## config.mk

```make
export PLATFORM = sky130hd
export DESIGN_NAME = mode2_sub_pipe
export DESIGN_NICKNAME = d
export VERILOG_FILES = /design/src/rtl/mode2_sub_pipe.sv
export SDC_FILE = /design/constraint.sdc
export NUM_CORES = 1
export LEC_CHECK = 0
export CAP_MARGIN = 15
export CELL_PAD_IN_SITES_DETAIL_PLACEMENT = 1
export CELL_PAD_IN_SITES_GLOBAL_PLACEMENT = 1
export CORE_MARGIN = 3
export CORE_UTILIZATION = 36
export DETAILED_ROUTE_END_ITERATION = 6
export PLACE_DENSITY_LB_ADDON = 0.1
export SLEW_MARGIN = 20
export SYNTH_ARGS = -nofsm -noshare
export SYNTH_HDL_FRONTEND = slang
export SYNTH_SLANG_ARGS = --single-unit
```

## constraint.sdc

```tcl
create_clock -name clk -period 4.37 [get_ports clk]
set_input_delay 0.874 -clock clk [delete_from_list [all_inputs] [get_ports clk]]
set_output_delay 0.874 -clock clk [all_outputs]
set_load 0.01 [all_outputs]
```

## src/rtl/mode2_sub_pipe.sv

```systemverilog
// NUM-lane saturating add/subtract against a registered broadcast operand B,
// two-stage valid/ready pipeline with output transfer statistics.
module mode2_sub_pipe #(
   parameter int NUM    = 4,
   parameter int DWIDTH = 16
) (
   input  logic                    clk,
   input  logic                    rst,
   input  logic                    b_load,
   input  logic [DWIDTH-1:0]       b_in,
   input  logic                    in_valid,
   output logic                    in_ready,
   input  logic                    in_op,
   input  logic [NUM*DWIDTH-1:0]   a_in,
   output logic                    out_valid,
   input  logic                    out_ready,
   output logic [NUM*DWIDTH-1:0]   out_data,
   output logic [NUM-1:0]          out_sat,
   output logic                    sticky_sat,
   output logic [15:0]             beat_count,
   input  logic                    clear_stats
);

   localparam int LW = NUM * DWIDTH;

   // Returns {sat, result}; overflow shows up as disagreement of the two top bits.
   function automatic logic [DWIDTH:0] sat_addsub(input logic [DWIDTH-1:0] a,
                                                  input logic [DWIDTH-1:0] b,
                                                  input logic              sub);
      logic [DWIDTH:0] a_x;
      logic [DWIDTH:0] b_x;
      logic [DWIDTH:0] r;
      a_x = {a[DWIDTH-1], a};
      b_x = {b[DWIDTH-1], b};
      if (sub) begin
         r = a_x - b_x;
      end else begin
         r = a_x + b_x;
      end
      if (r[DWIDTH] != r[DWIDTH-1]) begin
         if (r[DWIDTH]) begin
            return {1'b1, 1'b1, {(DWIDTH-1){1'b0}}};
         end else begin
            return {1'b1, 1'b0, {(DWIDTH-1){1'b1}}};
         end
      end else begin
         return {1'b0, r[DWIDTH-1:0]};
      end
   endfunction

   logic [DWIDTH-1:0] b_q, b_d;
   logic              s1_valid_q, s1_valid_d;
   logic [LW-1:0]     s1_a_q, s1_a_d;
   logic              s1_op_q, s1_op_d;
   logic [DWIDTH-1:0] s1_b_q, s1_b_d;
   logic              s2_valid_q, s2_valid_d;
   logic [LW-1:0]     out_data_q, out_data_d;
   logic [NUM-1:0]    out_sat_q, out_sat_d;
   logic              sticky_q, sticky_d;
   logic [15:0]       count_q, count_d;

   logic              s2_en_s;
   logic              s1_en_s;
   logic              s1_fire_s;
   logic              s1_move_s;
   logic              xfer_s;
   logic [LW-1:0]     res_s;
   logic [NUM-1:0]    sat_s;
   logic [DWIDTH:0]   lane_r_s;

   // Handshake enables; in_ready is forced high while reset is asserted.
   always_comb begin
      s2_en_s   = !s2_valid_q || out_ready;
      s1_en_s   = !s1_valid_q || s2_en_s;
      s1_fire_s = in_valid && s1_en_s;
      s1_move_s = s1_valid_q && s2_en_s;
      xfer_s    = s2_valid_q && out_ready;
      in_ready  = s1_en_s || !rst;
   end

   // Per-lane saturating arithmetic on the stage-1 contents.
   always_comb begin
      res_s    = '0;
      sat_s    = '0;
      lane_r_s = '0;
      for (int i = 0; i < NUM; i++) begin
         lane_r_s = sat_addsub(s1_a_q[i*DWIDTH +: DWIDTH], s1_b_q, s1_op_q);
         res_s[i*DWIDTH +: DWIDTH] = lane_r_s[DWIDTH-1:0];
         sat_s[i]                  = lane_r_s[DWIDTH];
      end
   end

   // Next-state for B, both pipeline stages and the statistics.
   always_comb begin
      b_d        = b_q;
      s1_valid_d = s1_valid_q;
      s1_a_d     = s1_a_q;
      s1_op_d    = s1_op_q;
      s1_b_d     = s1_b_q;
      s2_valid_d = s2_valid_q;
      out_data_d = out_data_q;
      out_sat_d  = out_sat_q;
      sticky_d   = sticky_q;
      count_d    = count_q;

      if (b_load) begin
         b_d = b_in;
      end else begin
         b_d = b_q;
      end

      // The snapshot takes the pre-load B, so a same-cycle load affects the next beat.
      if (s1_en_s) begin
         s1_valid_d = in_valid;
      end else begin
         s1_valid_d = s1_valid_q;
      end
      if (s1_fire_s) begin
         s1_a_d  = a_in;
         s1_op_d = in_op;
         s1_b_d  = b_q;
      end else begin
         s1_a_d  = s1_a_q;
      end

      if (s2_en_s) begin
         s2_valid_d = s1_valid_q;
      end else begin
         s2_valid_d = s2_valid_q;
      end
      if (s1_move_s) begin
         out_data_d = res_s;
         out_sat_d  = sat_s;
      end else begin
         out_data_d = out_data_q;
      end

      if (clear_stats) begin
         count_d  = 16'd0;
         sticky_d = 1'b0;
      end else if (xfer_s) begin
         count_d  = count_q + 16'd1;
         sticky_d = sticky_q | (|out_sat_q);
      end else begin
         count_d  = count_q;
      end
   end

   // State registers with synchronous active-low reset.
   always_ff @(posedge clk) begin
      if (!rst) begin
         b_q        <= '0;
         s1_valid_q <= 1'b0;
         s1_a_q     <= '0;
         s1_op_q    <= 1'b0;
         s1_b_q     <= '0;
         s2_valid_q <= 1'b0;
         out_data_q <= '0;
         out_sat_q  <= '0;
         sticky_q   <= 1'b0;
         count_q    <= 16'd0;
      end else begin
         b_q        <= b_d;
         s1_valid_q <= s1_valid_d;
         s1_a_q     <= s1_a_d;
         s1_op_q    <= s1_op_d;
         s1_b_q     <= s1_b_d;
         s2_valid_q <= s2_valid_d;
         out_data_q <= out_data_d;
         out_sat_q  <= out_sat_d;
         sticky_q   <= sticky_d;
         count_q    <= count_d;
      end
   end

   assign out_valid  = s2_valid_q;
   assign out_data   = out_data_q;
   assign out_sat    = out_sat_q;
   assign sticky_sat = sticky_q;
   assign beat_count = count_q;

endmodule

```

==> results.sh, run 1 <==
export IMPL_timing_rr_end="out_data[52]"
export IMPL_ys_ff_latch=184
export IMPL_critical_path_top_delay_family="compound AO/OA/AOI/OAI gates"
export IMPL_post_place_ws_ns=-0.114
export IMPL_max_stage_delay_ns=0.38
export IMPL_finalCriticalPeriod_ns=4.20
export IMPL_place_hpwl_um=27100
export IMPL_min_path_cells=2
export IMPL_synthArstFlopShare_pct=0
export IMPL_holdWs_ns=0.459
export IMPL_drtIter0Drc=656
export IMPL_yosysUniqueCellTypes=80
export IMPL_yosysWarnings=0
export IMPL_worstPathCellList="inv_1, ha_2, a31oi_1, xnor2_1, buf_4, ha_2, nand3_1, o211ai_1, o41ai_1, buf_4, maj3_2, a22o_1, and3_4, o31ai_4, xnor2_2, buf_12, maj3_1, a211oi_1"
export IMPL_grt_usage_pct=22.3
export IMPL_h_tree_depth=4
export IMPL_routed_via_density=5.33
export IMPL_first_pass_iters=5
export IMPL_path_max_fanout=17
export IMPL_dieArea_mm2=0.0312
export IMPL_rsz0062_at_grt="yes"
export IMPL_wire_per_inst_um=19.0
export IMPL_cts_tree="done"
export IMPL_drc=0
export IMPL_fill_cells=3350
export IMPL_grt_overflow=0
export IMPL_max_freq_ghz=0.238
export IMPL_start_util_pct=37.1
export IMPL_critPathLaunchType="flop"
export IMPL_cts_max_path_buffers=2
export IMPL_slew_violations=0
export IMPL_outcome="complete, no violations"
export IMPL_synth_edff_count=0
export IMPL_final_common_cell="nand2_1"
export IMPL_yosysSeqAreaShare_pct=35.1
export IMPL_drive_gt1_share_pct=11.9
export IMPL_io_buffers=173
export IMPL_grt_max_degree=88
export IMPL_clock_sinks=184
export IMPL_r2r_cells=18
export IMPL_gp_congestion=0.879
export IMPL_rows=61
export IMPL_ios=174
export IMPL_synth_nets=1421
export IMPL_clk_latency_ns=0.44
export IMPL_setup_viol=0
export IMPL_ant_nets=0
export IMPL_synthCells=1284
export IMPL_cts_buffers=17
export IMPL_clk_pin_slew_ns=0.07
export IMPL_critical_path_class="reg2reg"
export IMPL_pwr_density_cell_mw_per_mm2=435
export IMPL_worst_ep_arrival_time_ns=4.54
export IMPL_wirelength_um=35500
export IMPL_nets=1619
export IMPL_netlist_area_mm2=0.0105
export IMPL_r2r_slack_ns=0.17
export IMPL_r2r_start="s1_b_q[0]"
export IMPL_die_w_um=177
export IMPL_yosysTopAreaCellShare_pct=35.1
export IMPL_grt_pass1_wl_um=55400
export IMPL_layout_common_cells="nand2_1, dfxtp_1, clkdlybuf4s50_1"
export IMPL_min_path_type="reg2reg"
export IMPL_cp_required_ns=4.71
export IMPL_power_leakage_nw=5.12
export IMPL_skew_ns=0.0121
export IMPL_synth_area_leaders="dfxtp_1, nand2_1, a21oi_1, xnor2_1, ha_1"
export IMPL_avgSynthCellArea_um2=8.16
export IMPL_core_area_mm2=0.0282
export IMPL_synth_ff_type="dfxtp_1"
export IMPL_slew_headroom_pct=39.1
export IMPL_worst_path_buf_inv=4
export IMPL_grt_pass1_vias=10100
export IMPL_vias=9982
export IMPL_syn_to_final_growth_pct=31.0
export IMPL_peakVddDrop_mv=0.260
export IMPL_yosysTopAreaCell="dfxtp_1"
export IMPL_cts_root_buf="clkbuf_16"
export IMPL_worst_slew_pin_slew_ns=0.911
export IMPL_setup_slack_ns=0.174
export IMPL_drv_cap=0
export IMPL_die_h_um=177
export IMPL_antenna_found_initial=0
export IMPL_end_kind="flop"
export IMPL_whs_endpoint="s1_b_q[8]"
export IMPL_finalCritPeriodShare_pct=96.0
export IMPL_cp_slowest_cell="dfxtp_2"
export IMPL_antennaDiodeCount=0
export IMPL_final_hold_viol_count=0
export IMPL_hp_start="b_q[8]"
where the power goes:
group / internal, W / switching, W / leakage, nW
clock: 0.000754 / 0.000773 / 0.271
sequential: 0.00182 / 0.000125 / 1.51
combinational: 0.00118 / 0.00131 / 3.34
Yosys cell counts, types with 8 or more instances:
cell and n:
inv_1 34, nor3_1 16, o221a_1 10, and3_1 10
buf_2 11, nand2b_1 8, nor2b_1 9, ha_1 46
maj3_1 18, mux2i_1 19, clkbuf_1 55, o21a_1 16
nand2_1 219, dfxtp_1 184, nor2_1 100, a211oi_1 34
and2_1 11, a31oi_1 14, nand3_1 24, o21ai_0 64
xor2_1 32, o211ai_1 11, xnor2_1 70, a21oi_1 128
state kept, by name, summed over array words and instances (netlist names):
register,flops
s1_valid_q,1
s1_a_q,64
out_sat,4
b_q,16
out_data,64
beat_count,16
sticky_sat,1
s1_op_q,1
s1_b_q,16
out_valid,1
layer usage:
layer / wire [um] / up-vias / global-route usage [%]
li1: - / 4916 / -
met5: 0 / - / 0
met4: 556 / 0 / 5.53
met3: 1320 / 32 / 2.94
met2: 17200 / 189 / 38.6
met1: 16500 / 4845 / 29.6
worst register-to-register path: cells and delay by family, from the launching register on:
kind / cells / cell delay (ns)
AOI/OAI and AO/OA: 6 / 1.39
adders and majority gates: 4 / 1.27
buffers and inverters: 4 / 0.57
DFF: 1 / 0.38
and+or+nand+nor: 2 / 0.28
xor gates and xnor gates: 2 / 0.24
cell families (layout without fill, tap and decap cells):
logic type                 after synthesis  after routing  share of synthesized area [%]
xor gates and xnor gates               106            106                           9.15
adders and majority gates               75             75                           8.73
buffers and inverters                  112            323                           4.39
AOI/OAI and AO/OA                      351            351                           22.1
and+or+nand+nor                        437            437                           18.6
DFF                                    184            184                           35.1
muxes                                   19             19                           1.81
through the flow:
step	utilization (%)	setup TNS, ns	cell area [um^2]	std cells	power (W)
final	48.6	0	13700	1873	0.00597
after global routing	48.6	-0.240	13700	1873	0.00632
after CTS	48.2	0	13600	1870	0.00597
after detailed placement	46.1	-1.29	13000	1837	0.00442
after global placement	46.1	0	13000	1837	0.00437
after floorplan	-	0	10500	1284	0.00343
worst max path at each step:
stage / startpoint / end / slack [ns] / cells past startpoint
final: s1_b_q[0] / out_data[52] / 0.17 / 18
after CTS: s1_b_q[3] / out_data[30] / 0.01 / 16
after global placement: s1_b_q[0] / out_data[0] / 0.06 / 17
after global routing: s1_b_q[0] / out_data[5] / -0.04 / 18
after detailed placement: s1_b_q[0] / out_data[3] / -0.11 / 17
after floorplan: s1_op_q / out_data[10] / 0.1 / 16
area by class of cell:
type / count / area [um^2] / share of cell area, %
clock buffers: 17 / 425 / 3.10
clock inverters: 15 / 138 / 1.00
inverters: 34 / 129 / 0.939
multi-input cells: 988 / 6440 / 46.9
flip-flops and latches: 184 / 3690 / 26.9
well taps: 378 / 473 / 3.45
repair buffers: 257 / 2430 / 17.7
what timing repair did:
item	in CTS	in global routing
resized for setup	1	25
buffers inserted	1	3
pin swaps	1	12
hold buffers	0	0
setup endpoints to repair	17	65
Note: power is estimated with default switching activity, not from simulation.
==> inputs of run 2 (changes only) <==
--- a/config.mk
+++ b/config.mk
@@ -5,7 +5,7 @@
 export SDC_FILE = /design/constraint.sdc
 export NUM_CORES = 1
 export LEC_CHECK = 0
-export CAP_MARGIN = 15
+export CAP_MARGIN = 20
 export CELL_PAD_IN_SITES_DETAIL_PLACEMENT = 1
 export CELL_PAD_IN_SITES_GLOBAL_PLACEMENT = 1
 export CORE_MARGIN = 3
==> results of run 2 <==
The final DEF is identical to that of run 1; final timing and power are the same.
==> inputs of run 3 (changes only) <==
--- a/config.mk
+++ b/config.mk
@@ -11,6 +11,7 @@
 export CORE_MARGIN = 3
 export CORE_UTILIZATION = 36
 export DETAILED_ROUTE_END_ITERATION = 6
+export MAX_ROUTING_LAYER = met4
 export PLACE_DENSITY_LB_ADDON = 0.1
 export SLEW_MARGIN = 20
 export SYNTH_ARGS = -nofsm -noshare
==> run 3 against run 2 <==
Setup slack improved by 0.0021 ns. Clock power about the same. Flip-flop and latch count unchanged. Highest routed layer unchanged. Largest power group unchanged. Hold slack about the same. Final area about the same. Power about the same. Via count increased by 0.30%. Combinational power about the same. Global-route usage increased by 0.68 points. Routed wire length increased by 0.24%. Fmax about the same. First-iteration DRC count increased by 2.9%.
==> results.sh, run 3 (synthesis gave the netlist of run 1 again) <==
export IMPL_outcome="complete, no violations"
export IMPL_dp_cells=1837
export IMPL_setup_viol=0
export IMPL_hold_buffers=0
export IMPL_cts_tree="done"
export IMPL_die_w_um=177
export IMPL_first_pass_iters=5
export IMPL_rows=61
export IMPL_clk_pin_slew_ns=0.07
export IMPL_ant_nets=0
export IMPL_grt_pass1_wl_um=55400
export IMPL_finalCriticalPeriod_ns=4.19
export IMPL_vias=10000
export IMPL_nets=1619
export IMPL_worst_ep_arrival_time_ns=4.52
export IMPL_drtIter0Drc=675
export IMPL_final_common_cell="nand2_1"
export IMPL_fill_cells=3351
export IMPL_pwr_density_cell_mw_per_mm2=435
export IMPL_grt_overflow=0
export IMPL_cp_required_ns=4.70
export IMPL_fin_area_mm2=0.0137
export IMPL_grt_max_degree=88
export IMPL_skew_ns=0.0128
export IMPL_end_kind="flop"
export IMPL_slew_violations=0
export IMPL_peakVddDrop_mv=0.259
export IMPL_drc=0
export IMPL_slew_headroom_pct=37.8
export IMPL_h_tree_depth=4
export IMPL_ios=174
export IMPL_path_max_fanout=8
export IMPL_start_util_pct=37.1
export IMPL_worst_slew_pin_slew_ns=0.931
export IMPL_core_area_mm2=0.0282
export IMPL_post_place_ws_ns=-0.114
export IMPL_power_leakage_nw=5.12
export IMPL_antennaDiodeCount=0
export IMPL_stdcell_count=1873
export IMPL_finalCritPeriodShare_pct=96.0
export IMPL_clock_sinks=184
export IMPL_syn_to_final_growth_pct=30.9
export IMPL_cts_max_path_buffers=2
export IMPL_dpl_cell_area_mm2=0.0130
export IMPL_routed_via_density=5.35
export IMPL_drv_cap=0
export IMPL_io_buffers=173
export IMPL_antenna_found_initial=0
export IMPL_grt_usage_pct=23.0
export IMPL_clk_latency_ns=0.44
export IMPL_post_route_util_pct=48.6
export IMPL_cts_root_buf="clkbuf_16"
export IMPL_place_hpwl_um=27100
export IMPL_layout_common_cells="nand2_1, dfxtp_1, clkdlybuf4s50_1"
export IMPL_final_hold_viol_count=0
export IMPL_gp_congestion=0.894
export IMPL_min_path_type="reg2reg"
export IMPL_rsz0062_at_grt="yes"
export IMPL_wire_per_inst_um=19.0
export IMPL_drive_gt1_share_pct=11.8
export IMPL_die_h_um=177
export IMPL_cts_buffers=17
export IMPL_max_freq_ghz=0.238
export IMPL_dieArea_mm2=0.0312
export IMPL_total_power_w=0.00597
export IMPL_critical_path_class="reg2reg"
export IMPL_grt_pass1_vias=10100
export IMPL_setup_slack_ns=0.176
export IMPL_wirelength_um=35600
export IMPL_critPathLaunchType="flop"
[run 3: cell counts in the layout (fill, tap and decap cells not counted)]
Identical to the previous run, type by type.
[run 3: worst paths after layout]
kind / from / endpoint / slack, ns / cells past startpoint
max reg2reg: s1_b_q[5] / out_data[5] / 0.18 / 15
min reg2reg: b_q[8] / s1_b_q[8] / 0.46 / 2
min: b_q[8] / s1_b_q[8] / 0.46 / 2
max: s1_b_q[5] / out_data[5] / 0.18 / 15
[run 3: area by class of cell]
| type | count | area (um^2) | share of cell area, % |
|---|---|---|---|
| clock buffer | 17 | 425 | 3.10 |
| clock inverter | 15 | 138 | 1.00 |
| inverter | 34 | 129 | 0.939 |
| multi-input combinational | 988 | 6440 | 46.9 |
| sequential | 184 | 3690 | 26.9 |
| tap | 378 | 473 | 3.45 |
| timing repair buffer | 257 | 2430 | 17.7 |
[run 3: critical path, stage by stage (launching register included)]
cell and delay [ns]:
dfxtp_1 0.39, nor4_4 0.31, a21oi_1 0.13, xnor2_1 0.20
ha_2 0.23, or4_1 0.51, o21ai_0 0.12, nor2b_1 0.11
maj3_1 0.38, o311ai_1 0.29, o211ai_1 0.17, a311oi_2 0.34
xor2_1 0.32, o21ai_1 0.13, buf_4 0.22, o221a_1 0.22
[run 3: per-layer routing]
| layer | wire (um) | GRT usage (%) |
|---|---|---|
| met1 | 16600 | 29.6 |
| met2 | 17100 | 38.6 |
| met3 | 1320 | 3.00 |
| met4 | 576 | 5.43 |
| met5 | 0 | - |
[run 3: metrics by stage]
stage	hold slack [ns]	TNS, ns
final	0.459	0
after global routing	0.494	-0.0871
after CTS	0.463	0
after detailed placement	0.452	-1.29
after global placement	0.445	0
after floorplan	0.431	0
[run 3: report_power, final]
part	switching (W)	internal, W
clock	0.000774	0.000754
combinational	0.00131	0.00118
sequential	0.000125	0.00182
[run 3: timing repair]
action	CTS	global route
pin swaps	1	12
hold endpoints to repair	0	0
setup endpoints to repair	17	65
gates resized for setup	1	25
setup buffers	1	3
